## config.mk

```make
export PLATFORM = sky130hd
export DESIGN_NAME = sum_accumulator_flat
export DESIGN_NICKNAME = d
export VERILOG_FILES = /design/src/rtl/sum_acc_pkg.sv /design/src/rtl/sum_accumulator_if.sv /design/src/rtl/sum_accumulator_ripple_add.sv /design/src/rtl/sum_accumulator.sv /design/src/flat_wrapper.sv
export SDC_FILE = /design/constraint.sdc
export NUM_CORES = 1
export LEC_CHECK = 0
export BUFFER_PORTS_ARGS = -buffer_cell sky130_fd_sc_hd__buf_2
export CORE_MARGIN = 2
export CORE_UTILIZATION = 49
export DETAILED_ROUTE_END_ITERATION = 10
export PLACE_DENSITY = 0.85
export SYNTH_ARGS = -nofsm -noshare
export SYNTH_HDL_FRONTEND = slang
export SYNTH_SLANG_ARGS = --single-unit
```

## constraint.sdc

```tcl
create_clock -name clk -period 2.8 [get_ports clk]
set_input_delay 0.42 -clock clk [delete_from_list [all_inputs] [get_ports clk]]
set_output_delay 0.42 -clock clk [all_outputs]
set_load 0.005 [all_outputs]
```

## src/rtl/sum_acc_pkg.sv

```systemverilog
// Shared types and default widths for the sum accumulator stage.
package sum_acc_pkg;

    typedef enum logic {
        ACC_S,
        OUT_S
    } acc_state_t;

    localparam int unsigned IN_W_DEF  = 3;
    localparam int unsigned ACC_W_DEF = 8;
    localparam int unsigned CNT_W_DEF = 8;

endpackage

```

## src/rtl/sum_accumulator_if.sv

```systemverilog
// Input beat stream and frame-result stream of the sum accumulator.
interface sum_accumulator_if
    import sum_acc_pkg::*;
#(
    parameter int unsigned IN_W  = IN_W_DEF,
    parameter int unsigned ACC_W = ACC_W_DEF,
    parameter int unsigned CNT_W = CNT_W_DEF
) ();

    logic             in_valid;
    logic             in_ready;
    logic [IN_W-1:0]  in_data;
    logic             in_last;
    logic             out_valid;
    logic             out_ready;
    logic [ACC_W-1:0] out_sum;
    logic [CNT_W-1:0] out_count;
    logic             out_ovf;

    modport master (
        output in_valid, in_data, in_last, out_ready,
        input  in_ready, out_valid, out_sum, out_count, out_ovf
    );

    modport slave (
        input  in_valid, in_data, in_last, out_ready,
        output in_ready, out_valid, out_sum, out_count, out_ovf
    );

endinterface

```

## src/rtl/sum_accumulator_ripple_add.sv

```systemverilog
// acc_ripple_add: combinational W-bit ripple-carry adder from full-adder cells, cin tied to 0.
module acc_ripple_add #(
    parameter int unsigned W = 8
) (
    input  logic [W-1:0] a,
    input  logic [W-1:0] b,
    output logic [W-1:0] sum,
    output logic         cout
);

    logic [W:0] c;

    assign c[0] = 1'b0;

    for (genvar i = 0; i < W; i++) begin : g_fa
        assign sum[i]   = a[i] ^ b[i] ^ c[i];
        assign c[i + 1] = (a[i] & b[i]) | (c[i] & (a[i] ^ b[i]));
    end

    assign cout = c[W];

endmodule

```

## src/rtl/sum_accumulator.sv

```systemverilog
// sum_accumulator: accumulates framed sum words and emits total/count/overflow per frame.
// Optional macro ACC_SATURATE_EN clamps the total at all-ones on overflow instead of wrapping.
module sum_accumulator
    import sum_acc_pkg::*;
#(
    parameter int unsigned IN_W  = IN_W_DEF,
    parameter int unsigned ACC_W = ACC_W_DEF,
    parameter int unsigned CNT_W = CNT_W_DEF
) (
    input  logic              clk,
    input  logic              rst,
    sum_accumulator_if.slave  bus
);

    acc_state_t       state;
    acc_state_t       state_nxt;
    logic             in_rdy;
    logic             out_vld;
    logic             take;
    logic             give;
    logic [IN_W-1:0]  in_word;
    logic [ACC_W-1:0] in_ext;
    logic [ACC_W-1:0] acc;
    logic [ACC_W-1:0] add_sum;
    logic [ACC_W-1:0] acc_nxt;
    logic             carry;
    logic [CNT_W-1:0] count;
    logic             ovf;

    assign in_word = bus.in_data;
    assign in_ext  = ACC_W'(in_word);
    assign take    = bus.in_valid & in_rdy;
    assign give    = out_vld & bus.out_ready;

    acc_ripple_add #(.W(ACC_W)) u_add (
        .a    (acc),
        .b    (in_ext),
        .sum  (add_sum),
        .cout (carry)
    );

`ifdef ACC_SATURATE_EN
    // Once clamped, any further non-zero beat carries out again, so the total stays pinned.
    assign acc_nxt = carry ? '1 : add_sum;
`else
    assign acc_nxt = add_sum;
`endif

    always_ff @(posedge clk) begin
        if (rst) begin
            state <= ACC_S;
        end else begin
            state <= state_nxt;
        end
    end

    always_comb begin
        state_nxt = state;
        case (state)
            ACC_S:   if (take && bus.in_last) state_nxt = OUT_S;
            OUT_S:   if (give) state_nxt = ACC_S;
            default: state_nxt = ACC_S;
        endcase
    end

    always_comb begin
        in_rdy  = 1'b0;
        out_vld = 1'b0;
        case (state)
            ACC_S:   in_rdy  = 1'b1;
            OUT_S:   out_vld = 1'b1;
            default: in_rdy  = 1'b0;
        endcase
    end

    always_ff @(posedge clk) begin
        if (rst) begin
            acc   <= '0;
            count <= '0;
            ovf   <= 1'b0;
        end else if (take) begin
            acc   <= acc_nxt;
            count <= (count == '1) ? count : count + 1'b1;
            ovf   <= ovf | carry;
        end else if (give) begin
            acc   <= '0;
            count <= '0;
            ovf   <= 1'b0;
        end
    end

    assign bus.in_ready  = in_rdy;
    assign bus.out_valid = out_vld;
    assign bus.out_sum   = acc;
    assign bus.out_count = count;
    assign bus.out_ovf   = ovf;

endmodule

```

## src/flat_wrapper.sv

```systemverilog
// flat-port wrapper written by rule: the top's interface ports become plain ports
module sum_accumulator_flat import sum_acc_pkg::*;
#(
    parameter int unsigned IN_W  = IN_W_DEF,
    parameter int unsigned ACC_W = ACC_W_DEF,
    parameter int unsigned CNT_W = CNT_W_DEF
)
  (clk, rst, bus_in_valid, bus_in_data, bus_in_last, bus_out_ready, bus_in_ready, bus_out_valid, bus_out_sum, bus_out_count, bus_out_ovf);
  sum_accumulator_if #(.IN_W(IN_W), .ACC_W(ACC_W), .CNT_W(CNT_W)) bus_i ();
  input  logic clk;
  input  logic rst;
  input wire logic [$bits(bus_i.in_valid)-1:0] bus_in_valid;
  input wire logic [$bits(bus_i.in_data)-1:0] bus_in_data;
  input wire logic [$bits(bus_i.in_last)-1:0] bus_in_last;
  input wire logic [$bits(bus_i.out_ready)-1:0] bus_out_ready;
  output wire logic [$bits(bus_i.in_ready)-1:0] bus_in_ready;
  output wire logic [$bits(bus_i.out_valid)-1:0] bus_out_valid;
  output wire logic [$bits(bus_i.out_sum)-1:0] bus_out_sum;
  output wire logic [$bits(bus_i.out_count)-1:0] bus_out_count;
  output wire logic [$bits(bus_i.out_ovf)-1:0] bus_out_ovf;
  assign bus_i.in_valid = bus_in_valid;
  assign bus_i.in_data = bus_in_data;
  assign bus_i.in_last = bus_in_last;
  assign bus_i.out_ready = bus_out_ready;
  assign bus_in_ready = bus_i.in_ready;
  assign bus_out_valid = bus_i.out_valid;
  assign bus_out_sum = bus_i.out_sum;
  assign bus_out_count = bus_i.out_count;
  assign bus_out_ovf = bus_i.out_ovf;
  sum_accumulator #(.IN_W(IN_W), .ACC_W(ACC_W), .CNT_W(CNT_W)) u_core (.clk(clk), .rst(rst), .bus(bus_i));
endmodule
```

Word level (Yosys, flattened, before mapping)
Cells that the tools add are included.
- output and inout bits: 19
- register bits after elaboration: 18
- logic and storage cells: 47
- bits of input ports: 8
- eq/ne operators: 2
- reduce and logical (&&, ||, !) cells: 3
- add/sub/neg operators: 1
- mux-type cells: 11
- bitwise operators: 26
- operators by type and width (kind ; count):
    $mux 8 ; 4
    $and 1x1->1 ; 12
    $xor 1x1->1 ; 10
    $add 8x1->8 const B ; 1
    $eq 8x8->1 const B ; 1
    $mux 1 ; 6
    $or 1x1->1 ; 3
    $ne 2x2->1 const B ; 1
    $pmux 1 s2 ; 1
    $reduce_and 2->1 ; 1
    $reduce_bool 2->1 ; 1
    $logic_and 1x1->1 ; 1
    $not 1->1 ; 1

Longest topological paths before layout
- depth in word-level cells: 12
- depth in mapped cells: 12

Cells and area by module
A second synthesis with hierarchy kept.
- cell total of the unflattened synthesis: 102
- area total of the unflattened synthesis: 991.0 µm²
- by module, submodules not included (module ; cells each ; seq. area each (µm²) ; times used ; area each (µm²)):
    sum_accumulator ; 84 ; 360.3 ; 1 ; 800.8
    acc_ripple_add ; 18 ; 0.0 ; 1 ; 190.2

Worst setup path before layout
OpenSTA, ideal clock, no wires.
- path kind: input -> register
- from: input port bus_in_data[0]
- to: register u_core.acc[7] (netlist: u_core.bus.out_sum[7])
- setup slack: 346 ps
- required time: 2672 ps
- setup time: 128 ps
- data arrival time: 2326 ps
- stages on the path: 12
- path through: ha_1 > inv_1 > fa_1 > inv_1 > fa_1 > ha_1 > ha_1 > ha_1 > ha_1 > ha_1 > a22oi_1 > nor2_1
- longest elaborated chain between the ends: 11
- RTL lines (item ; line ; source):
    from (decl) ; flat_wrapper.sv:13 ; input wire logic [$bits(bus_i.in_data)-1:0] bus_in_data;
    $and 1x1->1 (2 in series) ; sum_accumulator_ripple_add.sv:17 ; assign c[i + 1] = (a[i] & b[i]) | (c[i] & (a[i] ^ b[i]));
    $or 1x1->1 ; sum_accumulator_ripple_add.sv:17 ;
    $and 1x1->1 ; sum_accumulator_ripple_add.sv:17 ;
    $or 1x1->1 ; sum_accumulator_ripple_add.sv:17 ;
    $and 1x1->1 (4 in series) ; sum_accumulator_ripple_add.sv:17 ;
    $xor 1x1->1 ; sum_accumulator_ripple_add.sv:16 ; assign sum[i] = a[i] ^ b[i] ^ c[i];
    $mux 8 ; sum_accumulator.sv:81 ; end else if (take) begin
    to (signal assigned) ; sum_accumulator.sv:82 ; acc <= acc_nxt;
    to (decl) ; sum_accumulator.sv:23 ; logic [ACC_W-1:0] acc;
Every way passes these cells.
A chain may end at the register's enable or synchronous reset.

Worst setup path in the final report
- from: register u_core.acc[0] (netlist: u_core.bus.out_sum[0])
- to: register u_core.acc[7] (netlist: u_core.bus.out_sum[7])
- longest elaborated chain between the ends: 11
- RTL lines (item ; line):
    $and 1x1->1 (2 in series) ; sum_accumulator_ripple_add.sv:17
    $or 1x1->1 ; sum_accumulator_ripple_add.sv:17
    $and 1x1->1 ; sum_accumulator_ripple_add.sv:17
    $or 1x1->1 ; sum_accumulator_ripple_add.sv:17
    $and 1x1->1 (4 in series) ; sum_accumulator_ripple_add.sv:17
    $xor 1x1->1 ; sum_accumulator_ripple_add.sv:16
    $mux 8 ; sum_accumulator.sv:81
Every way passes these cells.

==> flow_summary.ini <==
[grt]
grt-ovfl-total = 0
grt_start_max_net_pins = 14
first_pass_grt_wire_length_um = 3263
via_count_of_the_first_global_routing_pass = 768
grt_use_total_pct = 21.09
grt_antenna_before_repair = 0

[sta]
finalCriticalPeriod_ns = 2.479
actual_slew_at_the_worst_max_slew_pin_ns = 0.5101
timing.setup.tns_ns = 0
setup_viol = 0
finalWorstSetupSlack_ns = 0.3210
timing.fmax_mhz = 403.4
clock_skew_ns = 0.003250
drv_slew = 0
min_period_over_period_pct = 88.53
max-slew-margin-rel_pct = 65.32
timing.final.hold_violations = 0
grt_setup_unrepaired = no

[synthesis]
post-synth-top-count-cell = sky130_fd_sc_hd__dfxtp_1
synth.top_cells.by_count = sky130_fd_sc_hd__dfxtp_1 (18), sky130_fd_sc_hd__nor2_1 (17), sky130_fd_sc_hd__a22oi_1 (8), sky130_fd_sc_hd__inv_1 (8), sky130_fd_sc_hd__ha_1 (7)
synth_top_cell_area_share_pct = 39.94
synth-edff-count = 0
synthArstFlopShare_pct = 0
synth_cells = 96
synth.distinct_cells = 34
ys_seq_elements = 18
sequential_area_share_after_synthesis_pct = 39.94
syn_avg_cell_area_um2 = 9.397
ys_dominant_reg_cell = sky130_fd_sc_hd__dfxtp_1
synth.net_count = 113
yosys-top-cells-area = sky130_fd_sc_hd__dfxtp_1 (40%), sky130_fd_sc_hd__ha_1 (9.7%), sky130_fd_sc_hd__nor2_1 (7.1%)
yosys_warnings = 0
mappedNetlistArea_um2 = 902.1
synth_largest_area_cell = sky130_fd_sc_hd__dfxtp_1

[clock_tree]
post-cts-setup-buffer-count = 0
clk_pin_slew_ns = 0.10
cts.root.buffer_cell = sky130_fd_sc_hd__clkbuf_4
postCtsHoldBufs = 0
numClockSinks = 18
post_cts_resized = 0
clkLatencyLatePin_ns = 0.30
cts_inserted_buffers = 3
clock_tree_from_tritoncts = built
htree_num_levels = 1
cts_buffer_depth = 2

[setup_path]
critPathKind = register to register
timing.critical_path.from_type = register
endpoint_kind_of_the_worst_setup_timing_path = register
timing.critical_path.arrival_ns = 2.67
required_arrival_time_at_the_worst_endpoint_ns = 2.99
crit_fanout = 3

[floorplanning]
die_outline_area_um2 = 2200
initial_utilization_pct = 52.25
rows = 15
chipWidth_um = 46.91
area_of_the_placeable_core_um2 = 1727
count_of_boundary_i_o_pins = 27
chipHeight_um = 46.91

[placed_design]
pre_cts_slack_ns = 0.1511
place_area_um2 = 1062
port_buffers = 26
place_inst = 146
hpwlAfterDp_um = 1444
gpl.final_weighted_congestion = 0.7974

[final_layout]
fillCellCount = 164
final-instance-count-excl-fill = 150
final_util_pct = 63.62
design.final.nets = 143
antenna_cells_inserted = 0
post-route-cell-area_um2 = 1099
area_delta_synth_final_pct = 21.77
drive_above_1_share_pct = 29.60

[power]
cellLeakagePower_nw = 0.5368
max-vdd-ir-drop_uv = 293.2
power.density_cell_area_nw_per_um2 = 460.6

[worst_hold_path]
hold_path_class = primary input to register

[flow_run]
max_cap_viol_count = 0

[drt]
drt-total-wl_um = 2008
route.vias.total = 826
final_antenna_net_count = 0
post_drt_via_cell_ratio = 5.507
dr.first_iter.drc_count = 5
drtPass1Iterations = 4
detail_route.wl_per_cell_um = 13.39
drcViolationCount = 0

[status]
status = completed
[registers in the layout, summed over array words and instances (netlist names)]
| register | count |
|---|---|
| u_core.bus.out_sum | 8 |
| u_core.state | 1 |
| u_core.bus.out_ovf | 1 |
| u_core.bus.out_count | 8 |
[final timing paths]
kind              depth (start not counted)  slack [ns]                  start                    end
hold reg to reg                           2        0.52  u_core.bus.out_sum[1]  u_core.bus.out_sum[1]
setup reg to reg                         12        0.32  u_core.bus.out_sum[0]  u_core.bus.out_sum[7]
setup / recovery                         12        0.32  u_core.bus.out_sum[0]  u_core.bus.out_sum[7]
hold / removal                            3        0.37            bus_in_last           u_core.state
[layer usage]
layer | vias to the layer above | wire length [µm] | share of wire [%] | GRT usage, %
li1 | 400 | - | - | -
met1 | 388 | 873 | 43 | 26.84
met2 | 27 | 998 | 50 | 33.15
met3 | 11 | 80 | 4.0 | 3.846
met4 | 0 | 56 | 2.8 | 12.78
met5 | - | 0 | 0 | 0
[cell families after synthesis]
| logic type | after synthesis | synth area share [%] |
|---|---|---|
| flops | 18 | 39.95 |
| fa+ha+maj | 9 | 14.15 |
| simple gates | 32 | 16.92 |
| mux | 1 | 1.525 |
| xor+xnor | 3 | 2.913 |
| buf+inv | 10 | 4.299 |
| compound gates | 23 | 20.25 |
[worst max-delay path, cell delays in order, from the launching register on]
cell                      delay (ns)
sky130_fd_sc_hd__dfxtp_1        0.35
sky130_fd_sc_hd__ha_1           0.20
sky130_fd_sc_hd__inv_1          0.06
sky130_fd_sc_hd__fa_1           0.15
sky130_fd_sc_hd__inv_1          0.05
sky130_fd_sc_hd__fa_1           0.36
sky130_fd_sc_hd__ha_1           0.20
sky130_fd_sc_hd__ha_1           0.18
sky130_fd_sc_hd__ha_1           0.18
sky130_fd_sc_hd__ha_1           0.18
sky130_fd_sc_hd__ha_1           0.26
sky130_fd_sc_hd__a22oi_1        0.16
sky130_fd_sc_hd__nor2_1         0.05
[per-stage QoR]
| step | power (mW) | hold slack [ns] |
|---|---|---|
| floorplan | 0.3227 | 0.4893 |
| finish | 0.5060 | 0.3730 |
| global route | 0.5300 | 0.3822 |
| global placement | 0.3465 | 0.4918 |
| CTS | 0.5085 | 0.3717 |
| detailed placement | 0.3504 | 0.4949 |
[cell type report]
type | count | area, µm² | share of cell area (%)
flip-flops and latches | 18 | 360.3 | 32.80
repair buffers | 27 | 137.6 | 12.53
inverters | 8 | 30.03 | 2.733
multi-input cells | 68 | 503.0 | 45.79
clock buffers | 4 | 36.28 | 3.303
well taps | 25 | 31.28 | 2.847
[power breakdown]
group	leakage (nW)	total, mW	switching (mW)	internal, mW
Sequential	0.146	0.274	0.00980	0.264
Clock	0.0210	0.161	0.0818	0.0793
Combinational	0.370	0.0708	0.0391	0.0316
Total	0.537	0.506	0.131	0.375
[placed cells by master, fill, tap and decap left out, types with 2 or more instances in the layout]
| cell type | instances |
|---|---|
| sky130_fd_sc_hd__nand3_1 | 2 |
| sky130_fd_sc_hd__a21oi_1 | 2 |
| sky130_fd_sc_hd__a22oi_1 | 8 |
| sky130_fd_sc_hd__ha_1 | 7 |
| sky130_fd_sc_hd__a22o_1 | 2 |
| sky130_fd_sc_hd__nor2_1 | 17 |
| sky130_fd_sc_hd__clkbuf_4 | 3 |
| sky130_fd_sc_hd__dfxtp_1 | 18 |
| sky130_fd_sc_hd__nand3_2 | 2 |
| sky130_fd_sc_hd__fa_1 | 2 |
| sky130_fd_sc_hd__inv_1 | 8 |
| sky130_fd_sc_hd__xnor2_1 | 2 |
| sky130_fd_sc_hd__buf_2 | 26 |
| sky130_fd_sc_hd__nand2_1 | 4 |
Power figures use the tool's default switching activity.
